[src/rtl/mem_access_ctrl.sv]
// mem_access_ctrl: sequences one CPU load/store at a time onto a 256x32
// word-wide RAM. Sub-word loads are lane-extracted and optionally
// sign-extended. Sub-word stores use read-modify-write. Double-words take
// two consecutive word cycles, and the second word index wraps at 255.
// Misaligned or out-of-range addresses are rejected before any RAM cycle.
module mem_access_ctrl (
   input  logic        Clk,
   input  logic        Reset,
   input  logic        Req,
   input  logic        ReadWrite,
   input  logic [1:0]  DataSize,
   input  logic        SignExt,
   input  logic [31:0] Address,
   input  logic [31:0] DataIn,
   input  logic [31:0] DataIn2,
   output logic [31:0] DataOut,
   output logic [31:0] DataOut2,
   output logic        Ready,
   output logic        Busy,
   output logic        Err,
   output logic        MemEnable,
   output logic        MemReadWrite,
   output logic [7:0]  MemAddress,
   output logic [31:0] MemDataIn,
   input  logic [31:0] MemDataOut
);

   typedef enum logic [2:0] {
      IDLE, RD_A, CAP_A, WR_A, RD_B, CAP_B, WR_B, DONE
   } state_e;

   typedef enum logic [1:0] {
      SZ_BYTE  = 2'b00,
      SZ_HALF  = 2'b01,
      SZ_WORD  = 2'b10,
      SZ_DWORD = 2'b11
   } size_e;

   // Pick the addressed byte or half-word out of a RAM word and extend it.
   // Word and double-word accesses pass the whole word through.
   function automatic logic [31:0] extract_lane(input logic [31:0] w,
                                                input size_e       sz,
                                                input logic [1:0]  lane,
                                                input logic        sx);
      logic [7:0]  b;
      logic [15:0] h;
      logic [31:0] r;
      b = w[{lane, 3'b000} +: 8];
      h = lane[1] ? w[31:16] : w[15:0];
      case (sz)
         SZ_BYTE: r = {{24{sx & b[7]}}, b};
         SZ_HALF: r = {{16{sx & h[15]}}, h};
         default: r = w;
      endcase
      return r;
   endfunction

   // Overlay the low byte or half-word of the store data onto the selected
   // lane of the word read back from RAM. All other lanes keep the RAM value.
   function automatic logic [31:0] merge_lane(input logic [31:0] w,
                                              input logic [31:0] din,
                                              input size_e       sz,
                                              input logic [1:0]  lane);
      logic [31:0] r;
      r = w;
      case (sz)
         SZ_BYTE: r[{lane, 3'b000} +: 8] = din[7:0];
         SZ_HALF: r[{lane[1], 4'b0000} +: 16] = din[15:0];
         default: r = din;
      endcase
      return r;
   endfunction

   // Registered state and the access fields latched on acceptance.
   state_e      state_q,     state_d;
   logic        rw_q,        rw_d;
   size_e       size_q,      size_d;
   logic        sext_q,      sext_d;
   logic [7:0]  idx_q,       idx_d;
   logic [1:0]  lane_q,      lane_d;
   logic [31:0] din_q,       din_d;
   logic [31:0] din2_q,      din2_d;
   logic [31:0] merge_q,     merge_d;
   logic [31:0] data_out_q,  data_out_d;
   logic [31:0] data_out2_q, data_out2_d;
   logic        err_q,       err_d;

   logic        addr_err;
   logic [7:0]  idx_b;

   // Address is rejected if it is out of range or not aligned to the access size.
   always_comb begin
      addr_err = (|Address[31:10])
               | ((size_e'(DataSize) == SZ_HALF) & Address[0])
               | (DataSize[1] & (|Address[1:0]));
   end

   // The second word of a double-word uses the next index. The 8-bit sum wraps 255 to 0.
   assign idx_b = idx_q + 8'd1;

   // Compute next state and next values for all registers.
   // NOTE: every *_d gets a default first, so paths that leave a signal
   // unassigned still give a defined value and infer no latch.
   always_comb begin
      state_d     = state_q;
      rw_d        = rw_q;
      size_d      = size_q;
      sext_d      = sext_q;
      idx_d       = idx_q;
      lane_d      = lane_q;
      din_d       = din_q;
      din2_d      = din2_q;
      merge_d     = merge_q;
      data_out_d  = data_out_q;
      data_out2_d = data_out2_q;
      err_d       = err_q;

      case (state_q)
         IDLE: begin
            if (Req) begin
               rw_d   = ReadWrite;
               size_d = size_e'(DataSize);
               sext_d = SignExt;
               idx_d  = Address[9:2];
               lane_d = Address[1:0];
               din_d  = DataIn;
               din2_d = DataIn2;
               err_d  = addr_err;
               if (addr_err)
                  state_d = DONE;
               else if (!ReadWrite || !DataSize[1])
                  state_d = RD_A;
               else
                  state_d = WR_A;
            end
         end
         RD_A: state_d = CAP_A;
         CAP_A: begin
            if (!rw_q) begin
               data_out_d = extract_lane(MemDataOut, size_q, lane_q, sext_q);
               state_d    = (size_q == SZ_DWORD) ? RD_B : DONE;
            end else begin
               merge_d = merge_lane(MemDataOut, din_q, size_q, lane_q);
               state_d = WR_A;
            end
         end
         WR_A:  state_d = (size_q == SZ_DWORD) ? WR_B : DONE;
         RD_B:  state_d = CAP_B;
         CAP_B: begin
            data_out2_d = MemDataOut;
            state_d     = DONE;
         end
         WR_B:  state_d = DONE;
         DONE:  state_d = IDLE;
         default: state_d = IDLE;
      endcase
   end

   // Register update. Synchronous reset aborts any access in progress.
   // NOTE: non-blocking assignments here let every flop sample the values
   // from before the edge, whatever order the statements are written in.
   always_ff @(posedge Clk) begin
      if (Reset) begin
         state_q     <= IDLE;
         rw_q        <= 1'b0;
         size_q      <= SZ_BYTE;
         sext_q      <= 1'b0;
         idx_q       <= 8'd0;
         lane_q      <= 2'd0;
         din_q       <= 32'd0;
         din2_q      <= 32'd0;
         merge_q     <= 32'd0;
         data_out_q  <= 32'd0;
         data_out2_q <= 32'd0;
         err_q       <= 1'b0;
      end else begin
         state_q     <= state_d;
         rw_q        <= rw_d;
         size_q      <= size_d;
         sext_q      <= sext_d;
         idx_q       <= idx_d;
         lane_q      <= lane_d;
         din_q       <= din_d;
         din2_q      <= din2_d;
         merge_q     <= merge_d;
         data_out_q  <= data_out_d;
         data_out2_q <= data_out2_d;
         err_q       <= err_d;
      end
   end

   // Handshake and RAM strobes are decoded from the state register alone.
   always_comb begin
      Busy         = (state_q != IDLE);
      Ready        = (state_q == DONE);
      Err          = err_q;
      DataOut      = data_out_q;
      DataOut2     = data_out2_q;
      MemEnable    = 1'b0;
      MemReadWrite = 1'b0;
      MemAddress   = 8'd0;
      MemDataIn    = 32'd0;
      case (state_q)
         RD_A: begin
            MemEnable  = 1'b1;
            MemAddress = idx_q;
         end
         WR_A: begin
            MemEnable    = 1'b1;
            MemReadWrite = 1'b1;
            MemAddress   = idx_q;
            MemDataIn    = size_q[1] ? din_q : merge_q;
         end
         RD_B: begin
            MemEnable  = 1'b1;
            MemAddress = idx_b;
         end
         WR_B: begin
            MemEnable    = 1'b1;
            MemReadWrite = 1'b1;
            MemAddress   = idx_b;
            MemDataIn    = din2_q;
         end
         default: ;
      endcase
   end

endmodule
[config.mk]
export PLATFORM = sky130hd
export DESIGN_NAME = mem_access_ctrl
export DESIGN_NICKNAME = d
export VERILOG_FILES = /design/src/rtl/mem_access_ctrl.sv
export SDC_FILE = /design/constraint.sdc
export NUM_CORES = 1
export LEC_CHECK = 0
export ABC_AREA = 1
export ABC_CLOCK_PERIOD_IN_PS = 2320
export CORE_UTILIZATION = 40
export CTS_CLUSTER_SIZE = 25
export DETAILED_ROUTE_END_ITERATION = 8
export GPL_TIMING_DRIVEN = 0
export PLACE_DENSITY = 0.68
export REMOVE_ABC_BUFFERS = 1
export SETUP_SLACK_MARGIN = 0.4
export SLEW_MARGIN = 0
export SYNTH_ARGS = -nofsm -noshare
export SYNTH_HDL_FRONTEND = slang
export SYNTH_SLANG_ARGS = --single-unit
[constraint.sdc]
create_clock -name Clk -period 2.32 [get_ports Clk]
set_input_delay 0.464 -clock Clk [delete_from_list [all_inputs] [get_ports Clk]]
set_output_delay 0.464 -clock Clk [all_outputs]
set_load 0.05 [all_outputs]
-- After elaboration in Yosys (flattened, before gate mapping)
Cells that the tools add are included.
- logic and storage cells: 71
- input port bits: 135
- flip-flop bits (word level): 178
- output and inout port bits: 109
- reductions and logical operators: 16
- eq/ne operators: 11
- multiplexer cells: 17
- add/subtract/negate cells: 3
- bitwise gates (word level): 7
- shifts and indexed selects: 5
- operator list (kind ; count):
    $pmux W32 S2 ; 3
    $bwmux W32 ; 2
    $mux W32 ; 1
    $shift A16 B7 Y32 const A ; 1
    $shift A8 B7 Y32 const A ; 1
    $shiftx A16 B7 Y32 ; 1
    $shiftx A32 B6 Y8 ; 1
    $shiftx A8 B7 Y32 ; 1
    $reduce_or A22 Y1 ; 1
    $pmux W3 S7 ; 1
    $mux W16 ; 1
    $pmux W8 S2 ; 1
    $neg A5 Y7 ; 2
    $eq A3 B3 Y1 const B ; 4
    $reduce_or A2 Y1 ; 5
    $mux W3 ; 3
    $add A8 B1 Y8 const B ; 1
    $eq A3 B2 Y1 const B ; 2
    $reduce_and A2 Y1 ; 3
    $and A1 B1 Y1 ; 4
    $eq A2 B1 Y1 const B ; 2
    $mux W2 ; 2
    $reduce_or A4 Y1 ; 1
    $eq A3 B1 Y1 const B ; 1
    10 further kinds ; 14

-- Logic depth before layout (Yosys ltp)
Gate-level depths: netlist of run 1.
- word-level depth: 7
- mapped depth: 10
- mapped depth without buffers: 9

-- Worst setup path after synthesis of run 1
Ideal clock, no wire load.
- path type: reg-to-output
- start: reg state_q[0]
- end: out MemAddress[1]
- stages on the path, launching flop included: 5
- path buffers: 0
- arrival: 1.948 ns
- path slack: -0.092 ns
- data required time: 1.856 ns
- cell sequence: dfxtp_1 inv_2 nor2_1 inv_1 o21ai_0
- cells in the longest elaborated chain, start to end: 3
- elaborated cells between the ends (all ways): 7
- those cells by class: eq/ne (4); mux (1); reduce/logical (2)
- RTL lines (what ; line ; RTL):
    from (decl) ; 75 ; state_e state_q, state_d;
    from (signal assigned) ; 177 ; state_q <= state_d;
    $eq A3 B3 Y1, or another cell as far along ; 203 ; case (state_q)
    $reduce_or A2 Y1 (no source line) ; -- ;
    $pmux W8 S2 (*) ; 203 ;
    to (decl) ; 23 ; output logic [7:0] MemAddress,
Every way passes the cells marked *; elsewhere a longest branch is shown, timed or not.

-- Final worst setup path of run 1
- start: reg state_q[0]
- end: out MemDataIn[28]
- cells in the longest elaborated chain, start to end: 2
- elaborated cells between the ends (all ways): 3
- those cells by class: eq/ne (2); mux (1)
- RTL lines (what ; line ; RTL):
    $eq A3 B3 Y1 / $eq A3 B2 Y1 (equally long branches) ; 203 ;
    $pmux W32 S2 (*) ; 203 ;
    to (decl) ; 24 ; output logic [31:0] MemDataIn,
Marks and branches as above.

==> results of run 1 <==
[power groups by stage]
| stage | combinational (mW) | clock [mW] | sequential, mW |
|---|---|---|---|
| 3_3_place_gp | 6.05 | 0 | 4.59 |
| 4_1_cts | 6.80 | 3.17 | 4.50 |
| 6_report | 7.85 | 3.15 | 4.49 |
| 5_1_grt | 8.33 | 3.31 | 4.58 |
| 2_1_floorplan | 3.08 | 0 | 5.50 |
| 3_5_place_dp | 6.19 | 0 | 4.56 |
[cells by family after synthesis]
family,Yosys count,share of synthesized area
AND/OR/NAND/NOR,399,0.178
flip-flops,178,0.390
buffers and inverters,251,0.123
adder cells (fa/ha/maj),6,0.00822
AO/OA/AOI/OAI,500,0.300
[path summary, 6_finish.rpt]
check,cells after the start,endpoint,start
worst min register to register,2,DataOut2[20],DataOut2[20]
worst max-delay path,6,MemDataIn[28],state_q[0]
worst min-delay path,2,DataOut2[20],DataOut2[20]
worst max register to register,8,din_q[18],state_q[0]
[cell type report]
cell class | count | area, um^2
fillers | 1996 | 8690
well taps | 280 | 350
inverters | 158 | 677
repair buffers | 304 | 3070
clock inverters | 6 | 116
clock buffers | 26 | 519
multi-input cells | 917 | 5060
repair inverters | 1 | 7.51
flip-flops and latches | 178 | 3600
[tightest hold or removal path, cell delays in order, from the launching register on]
cell and delay, ps:
dfxtp_1 310, inv_1 40, a21oi_1 50
[through the flow]
stage	total power [mW]	worst slack [ps]	hold WS, ps	cell area [um^2]	cells
after CTS	14.5	63.2	446	12600	1834
after global routing	16.2	-56.0	462	13400	1870
after detailed placement	10.8	-1130	437	11500	1767
after global placement	10.6	-3210	433	11400	1764
final	15.5	1.42	440	13400	1870
after floorplan	8.58	-554	432	8610	1241
[routing by layer]
layer / part of all wire / vias to the layer above / global-route usage
li1: - / 4939 / -
met1: 0.42 / 4719 / 0.383
met2: 0.45 / 551 / 0.442
met3: 0.10 / 68 / 0.0539
met4: 0.030 / 0 / 0.107
met5: 0 / - / 0
[placed cells by master (no fill, tap or decap), types with 7 or more instances in the layout]
cell type / count
dfxtp_1: 167
inv_1: 139
o22ai_4: 11
nand2_1: 213
o2111ai_1: 7
a21oi_1: 160
clkbuf_16: 18
dlygate4sd2_1: 48
o22ai_2: 13
nand2_2: 7
buf_4: 53
nor2_4: 20
nand4_1: 14
o22ai_1: 33
buf_6: 35
dlymetal6s2s_1: 18
nor2_1: 124
dfxtp_4: 9
a21boi_0: 26
buf_12: 8
a21oi_2: 11
o21ai_1: 50
nand3_1: 13
inv_2: 7
o21ai_0: 174
clkdlybuf4s50_1: 133
[what timing repair did]
item / in CTS / in global routing
pin swaps: 13 / 18
setup endpoints to repair: 286 / 156
cloned: 8 / 6
gates resized for setup: 432 / 102
buffers inserted: 27 / 30
[state kept, by name, summed over array words and instances (netlist names)]
register,count
DataOut2,32
DataOut,32
din2_q,32
din_q,32
merge_q,32
idx_q,8
state_q,3
lane_q,2
size_q,2
Err,1
rw_q,1
sext_q,1
==> results.py, run 1 <==
metrics = {
    "yosys": {
        "ys_ff_latch": 178,
        "synth_cell_types": 33,
        "async_flop_share": 0,
        "ys.flop_type": "dfxtp_1",
        "synth_top_area_cell": "dfxtp_1",
        "yosys-top-cells-area": "dfxtp_1 (39%), o21ai_0 (9.8%), nand2_1 (9.2%)",
        "ys_top_cells_by_count": "nand2_1 (223), o21ai_0 (179), dfxtp_1 (178)",
        "synth.most_common_cell": "nand2_1",
        "avgSynthCellArea_um2": 6.85,
        "netlist_area_um2": 9130,
        "synth_cells": 1334,
        "yosysSeqAreaShare": 0.390,
        "ys_warn_count": 0,
        "synth_edf_count": 0,
        "synth.top_cell.area_share": 0.390,
    },
    "route": {
        "first_pass_iters": 6,
        "avgViaCountPerCell": 5.50,
        "routed_wl_um": 35700,
        "initialDrtViolationCount": 1033,
        "drcViolationCount": 0,
        "final_antenna_net_count": 0,
        "num_vias": 10277,
        "wl_per_cell_um": 19.1,
    },
    "grt": {
        "grt_start_max_net_pins": 139,
        "grtUsageTotal": 0.282,
        "grt_pass1_vias": 9108,
        "grt-ovfl-total": 0,
        "antenna_found_initial": 0,
        "grt_pass1_wl_um": 51400,
    },
    "hold_path": {
        "min_path_type": "register to register",
    },
    "setup_path": {
        "arrival_ps": 1850,
        "cp-end-kind": "primary output",
        "max_stage_delay_ps": 370,
        "cp.required_ps": 1860,
        "cpMaxStageDelayCell": "dfxtp_4",
        "reg2reg_slack_ps": 360,
        "crit_family": "buffers and inverters",
        "crit_chain": "buf_6 > nor2_4 > buf_12 > nand2_8 > o22ai_1 > buf_4",
        "path_max_fanout": 8,
        "crit_buf_inv": 3,
        "worst_setup_path_start_kind": "register",
        "path_class": "register to primary output",
    },
    "power_and_ir_drop": {
        "combinationalPowerShare": 0.507,
        "p_int_mw": 8.30,
        "switchingPower_mw": 7.19,
        "sw_frac_of_total": 0.464,
        "cellPowerDensity_nw_per_um2": 1160,
        "p_leak_nw": 5.65,
        "vdd_ir_drop_max_v": 0.000733,
        "p_clk_frac": 0.203,
        "seq_power_share": 0.290,
    },
    "placed_design": {
        "gp_congestion": 0.871,
        "dpl.hpwl_um": 19900,
        "io_buffer_count": 243,
    },
    "clock_tree": {
        "numCtsBuffers": 17,
        "cts_tree": "yes",
        "cts_root_buffer": "clkbuf_16",
        "clock-sinks": 178,
        "insertion_delay_ps": 440,
        "clk_pin_slew_ps": 70,
        "cts_buffer_depth": 2,
        "htreeDepth": 4,
        "hold_buffers": 0,
    },
    "layout": {
        "syn2layout_area_growth_pct": 46.7,
        "final_layout_size_suffix_gt1_frac": 0.160,
        "n_antenna_cell": 0,
        "fin_nets": 1718,
        "utilization": 0.606,
    },
    "floorplanning": {
        "core-area_um2": 22100,
        "dieArea_um2": 23400,
        "dieHeight_um": 153,
        "pin_count": 244,
        "start_util": 0.413,
        "die_w_um": 153,
        "rows": 54,
    },
    "timing": {
        "finalHoldViolations": 0,
        "grt_setup_unrepaired": "yes",
        "min_period_ps": 2320,
        "setup_viol": 0,
        "finalCritPeriodShare": 0.999,
        "worstMarginPinSlew_ps": 772,
        "slew_headroom": 0.485,
        "skew_ps": 7.48,
        "max_freq_mhz": 431,
        "slew_violations": 0,
        "setup_tns_ps": 0,
    },
    "job": {
        "max_cap_viol_count": 0,
    },
    "run_status": {
        "status": "finished, final reports clean",
    },
}
No activity file was read; power rests on OpenSTA's default activity.
==> inputs of run 2 (changes only) <==
PLACE_DENSITY = unset   (was 0.68)
PLACE_DENSITY_LB_ADDON = 0.08   (was unset)
==> run 2 against run 1 <==
Effect of this change:
- utilization increased by 0.69 points
- die area unchanged
- register-to-register slack better by 60 ps
- non-clock buffer count down 10
==> results.py, run 2 (synthesis results as in run 1) <==
metrics = {
    "timing": {
        "setup_tns_ps": 0,
        "slew_violations": 0,
        "max_freq_mhz": 437,
        "skew_ps": 11.4,
        "setup_viol": 0,
        "min_period_ps": 2290,
        "worstMarginPinSlew_ps": 712,
        "fin_ws_ps": 32.3,
        "grt_setup_unrepaired": "yes",
        "slew_headroom": 0.525,
        "finalHoldViolations": 0,
        "finalCritPeriodShare": 0.986,
    },
    "clock_tree": {
        "cts_root_buffer": "clkbuf_16",
        "clock-sinks": 178,
        "hold_buffers": 0,
        "numCtsBuffers": 17,
        "cts_buffer_depth": 2,
        "insertion_delay_ps": 440,
        "htreeDepth": 4,
        "clk_pin_slew_ps": 70,
        "cts_tree": "yes",
    },
    "power_and_ir_drop": {
        "switchingPower_mw": 7.38,
        "combinationalPowerShare": 0.520,
        "vdd_ir_drop_max_v": 0.000616,
        "p_leak_nw": 5.39,
        "sw_frac_of_total": 0.478,
        "finalPower_mw": 15.4,
        "p_clk_frac": 0.192,
        "seq_power_share": 0.288,
        "p_int_mw": 8.06,
        "cellPowerDensity_nw_per_um2": 1140,
    },
    "route": {
        "first_pass_iters": 6,
        "routed_wl_um": 35400,
        "drcViolationCount": 0,
        "avgViaCountPerCell": 5.49,
        "num_vias": 10222,
        "final_antenna_net_count": 0,
        "initialDrtViolationCount": 955,
        "wl_per_cell_um": 19.0,
    },
    "hold_path": {
        "hold_path_depth": 2,
        "min_path_type": "register to register",
        "hp-start": "DataOut2[19]",
        "hold_end": "DataOut2[19]",
    },
    "setup_path": {
        "reg2reg_from": "state_q[0]",
        "crit_buf_inv": 4,
        "crit_chain": "nand2_4 > nor2_4 > buf_6 > clkinvlp_4 > clkbuf_16 > o22ai_4 > buf_6",
        "crit_family": "buffers and inverters",
        "reg2reg_depth": 9,
        "cp.required_ps": 1860,
        "max_stage_delay_ps": 390,
        "worst_setup_path_start_kind": "register",
        "arrival_ps": 1820,
        "cpMaxStageDelayCell": "dfxtp_4",
        "crit_top_cell": "buf_6",
        "path_max_fanout": 5,
        "cp-end-kind": "primary output",
        "reg2reg_slack_ps": 420,
        "r2r-end": "din2_q[7]",
        "path_class": "register to primary output",
    },
    "placed_design": {
        "gp_congestion": 0.836,
        "io_buffer_count": 243,
        "dp_cells": 1767,
        "place_ws_ps": -1130,
        "dpl.hpwl_um": 19700,
    },
    "floorplanning": {
        "start_util": 0.413,
        "dieHeight_um": 153,
        "die_w_um": 153,
        "dieArea_um2": 23400,
        "pin_count": 244,
        "rows": 54,
        "core-area_um2": 22100,
    },
    "layout": {
        "syn2layout_area_growth_pct": 48.4,
        "fill_cells": 2073,
        "final_common_cell": "nand2_1",
        "fin_cells": 1861,
        "final_layout_size_suffix_gt1_frac": 0.166,
        "fin_nets": 1709,
        "most-common-layout-cells": "nand2_1 (213), o21ai_0 (174), dfxtp_1 (168), a21oi_1 (159), inv_1 (140)",
        "n_antenna_cell": 0,
    },
    "grt": {
        "grtUsageTotal": 0.295,
        "grt_start_max_net_pins": 139,
        "antenna_found_initial": 0,
        "grt_pass1_vias": 9475,
        "grt_pass1_wl_um": 53500,
        "grt-ovfl-total": 0,
    },
    "job": {
        "max_cap_viol_count": 0,
    },
    "run_status": {
        "status": "finished, final reports clean",
    },
}
==> run 2: what timing repair did <==
item / CTS / global route
pin swaps: 30 / 35
gates cloned: 15 / 2
endpoints found under the hold margin: 0 / 0
buffers inserted: 34 / 11
setup endpoints to repair: 282 / 82
resized for setup: 519 / 81
==> run 2: layout make-up <==
type	instances	area (um^2)	share of cell area
Sequential cell	178	3600	0.265
Multi-Input combinational cell	917	5280	0.390
Timing Repair inverter	2	15.0	0.00111
Tap cell	280	350	0.0259
Clock buffer	19	443	0.0327
Clock inverter	13	150	0.0111
Timing Repair Buffer	294	3040	0.224
Inverter	158	679	0.0501
==> run 2: how the worst max path moves through the flow <==
stage	from	endpoint	cells past startpoint
floorplan	size_q[1]	MemDataIn[10]	3
global placement	Reset	DataOut2[17]	4
detailed placement	lane_q[1]	merge_q[20]	8
CTS	state_q[0]	MemDataIn[20]	7
global route	state_q[0]	MemDataIn[4]	7
finish	state_q[0]	MemDataIn[4]	7
==> run 2: metal layers <==
metal / global-route usage / routed length (um) / part of all wire / vias to the layer above
li1: - / - / - / 4922
met1: 0.386 / 15300 / 0.43 / 4780
met2: 0.467 / 16400 / 0.46 / 462
met3: 0.0695 / 2790 / 0.079 / 58
met4: 0.114 / 846 / 0.024 / 0
met5: 0 / 0 / 0 / -
==> run 2: tightest hold or removal path, delay by kind of cell, from the launching register on <==
| kind | cells | cell delay, ps |
|---|---|---|
| compound gates | 1 | 50 |
| buf+inv | 1 | 40 |
| flops | 1 | 310 |
==> run 2: metrics by stage <==
| step | hold WS, ps | util | area, um^2 |
|---|---|---|---|
| 6_report | 442 | 0.613 | 13600 |
| 2_1_floorplan | 432 | - | 8610 |
| 3_3_place_gp | 432 | 0.516 | 11400 |
| 5_1_grt | 467 | 0.613 | 13600 |
| 4_1_cts | 444 | 0.592 | 13100 |
| 3_5_place_dp | 436 | 0.519 | 11500 |
==> run 2: power by group through the flow <==
stage | Combinational [mW] | Clock [mW] | Sequential, mW
5_1_grt | 8.57 | 3.15 | 4.54
2_1_floorplan | 3.08 | 0 | 5.50
3_5_place_dp | 6.23 | 0 | 4.54
4_1_cts | 7.36 | 3.02 | 4.42
3_3_place_gp | 6.08 | 0 | 4.59
6_report | 8.03 | 2.97 | 4.44
==> inputs of run 3 (changes only) <==
CORE_UTILIZATION = 38   (was 40)
==> run 3 against run 2 <==
Effect of this change:
- the run now ends with setup timing left
- global-route usage is 0.32 points higher
- utilization is 1.5 points lower
- critical path depth did not move
- combinational power grew 9.0%
- hold slack got worse by 2.7 ps
- design area grew 3.9%
- non-clock buffer count is 28 higher
- wire length is 10% higher
- critical endpoint is now MemDataIn[9]
- via count is 2.0% higher
- highest routed layer is now met5
- first-iteration DRC count rose by 3.0%
- clock power is essentially flat
- final cell count increased by 3.7%
==> results.py, run 3 (synthesis results as in run 1) <==
metrics = {
    "run_status": {
        "status": "finished with violations",
        "violations": "setup timing",
    },
    "floorplanning": {
        "pin_count": 244,
        "die_w_um": 157,
        "start_util": 0.388,
        "dieArea_um2": 24700,
        "rows": 56,
        "dieHeight_um": 157,
        "core-area_um2": 23500,
    },
    "clock_tree": {
        "numCtsBuffers": 17,
        "insertion_delay_ps": 450,
        "clock-sinks": 178,
        "cts_root_buffer": "clkbuf_16",
        "cts_buffer_depth": 2,
        "clk_pin_slew_ps": 70,
        "cts_tree": "yes",
        "htreeDepth": 4,
    },
    "power_and_ir_drop": {
        "finalPower_mw": 16.2,
        "cellPowerDensity_nw_per_um2": 1150,
        "p_leak_nw": 5.61,
        "vdd_ir_drop_max_v": 0.000578,
    },
    "setup_path": {
        "path_max_fanout": 6,
        "worst_setup_path_start_kind": "register",
        "cp.required_ps": 1860,
        "reg2reg_depth": 11,
        "cp-end-kind": "primary output",
        "path_class": "register to primary output",
        "arrival_ps": 1870,
    },
    "layout": {
        "fill_cells": 2209,
        "n_antenna_cell": 0,
        "syn2layout_area_growth_pct": 54.2,
        "fin_nets": 1739,
        "most-common-layout-cells": "nand2_1 (211), o21ai_0 (174), dfxtp_1 (167), a21oi_1 (159), inv_1 (138)",
        "final_common_cell": "nand2_1",
        "final_layout_size_suffix_gt1_frac": 0.190,
    },
    "placed_design": {
        "io_buffer_count": 243,
        "dpl.hpwl_um": 19900,
        "gp_congestion": 0.826,
    },
    "grt": {
        "grtUsageTotal": 0.298,
        "antenna_found_initial": 1,
        "grt_pass1_vias": 9484,
        "grt-ovfl-total": 0,
        "grt_pass1_wl_um": 55400,
        "grt_start_max_net_pins": 139,
    },
    "timing": {
        "fin_ws_ps": -9.25,
        "grt_setup_unrepaired": "yes",
        "skew_ps": 10.5,
        "slew_headroom": 0.542,
        "setup_tns_ps": -28.3,
        "worstMarginPinSlew_ps": 687,
        "finalCritPeriodShare": 1.00,
        "max_freq_mhz": 429,
        "whs_ps": 439,
        "slew_violations": 0,
        "setup_viol": 6,
        "min_period_ps": 2330,
        "finalHoldViolations": 0,
    },
    "hold_path": {
        "hold_path_depth": 2,
        "min_path_type": "register to register",
    },
    "job": {
        "max_cap_viol_count": 0,
    },
    "route": {
        "wl_per_cell_um": 20.1,
        "drcViolationCount": 0,
        "final_antenna_net_count": 0,
        "avgViaCountPerCell": 5.40,
        "initialDrtViolationCount": 984,
        "routed_wl_um": 38900,
        "num_vias": 10426,
        "first_pass_iters": 6,
    },
}
run 3: per-layer routing:
metal  up-vias  GRT usage  wire [um]
met1      4855      0.399      16400
met2       504      0.478      17600
met5         -          0         39
li1       4984          -          -
met3        81     0.0515       3570
met4         2      0.110       1320
run 3: area by class of cell:
class                      count  area, um^2  share of cell area
sequential                   178        3600               0.256
clock inverter                12         149              0.0106
clock buffer                  20         447              0.0317
timing repair inverter         3        31.3             0.00222
timing repair buffer         322        3400               0.242
tap                          319         399              0.0283
inverter                     158         694              0.0493
multi-input combinational    918        5360               0.380
run 3: path summary, 6_finish.rpt:
path                 from      endpoint  slack (ps)
max            state_q[0]  MemDataIn[9]          -9
min          DataOut2[20]  DataOut2[20]         440
max reg2reg    state_q[0]     din2_q[7]         460
min reg2reg  DataOut2[20]  DataOut2[20]         440
run 3: metrics by stage:
step | std cells | instance area, um^2 | setup slack (ps) | utilization
after global placement | 1803 | 11400 | -3390 | 0.486
after global routing | 1930 | 14100 | -54.3 | 0.598
after floorplan | 1241 | 8610 | -554 | -
final | 1930 | 14100 | -9.25 | 0.598
after CTS | 1898 | 13200 | 23.3 | 0.563
after detailed placement | 1806 | 11500 | -1220 | 0.489
run 3: what timing repair did:
action / CTS / global route
gates resized for setup: 513 / 131
gates cloned: 16 / 7
hold buffers: 0 / 0
setup buffers: 44 / 25
pin swaps: 23 / 47
setup endpoints to repair: 259 / 123
endpoints found under the hold margin: 0 / 0
run 3: critical path: stages, from the launching register on:
cell and delay, ps:
dfxtp_4 400, nand2_4 70, nor2_4 120, buf_6 150
clkinvlp_4 160, clkbuf_16 230, o22ai_4 110, buf_6 180
run 3: where the power goes:
group | total [mW] | internal (mW) | switching [mW]
logic | 8.75 | 2.87 | 5.88
registers | 4.48 | 3.92 | 0.557
clock network | 2.99 | 1.64 | 1.35
total | 16.2 | 8.43 | 7.79
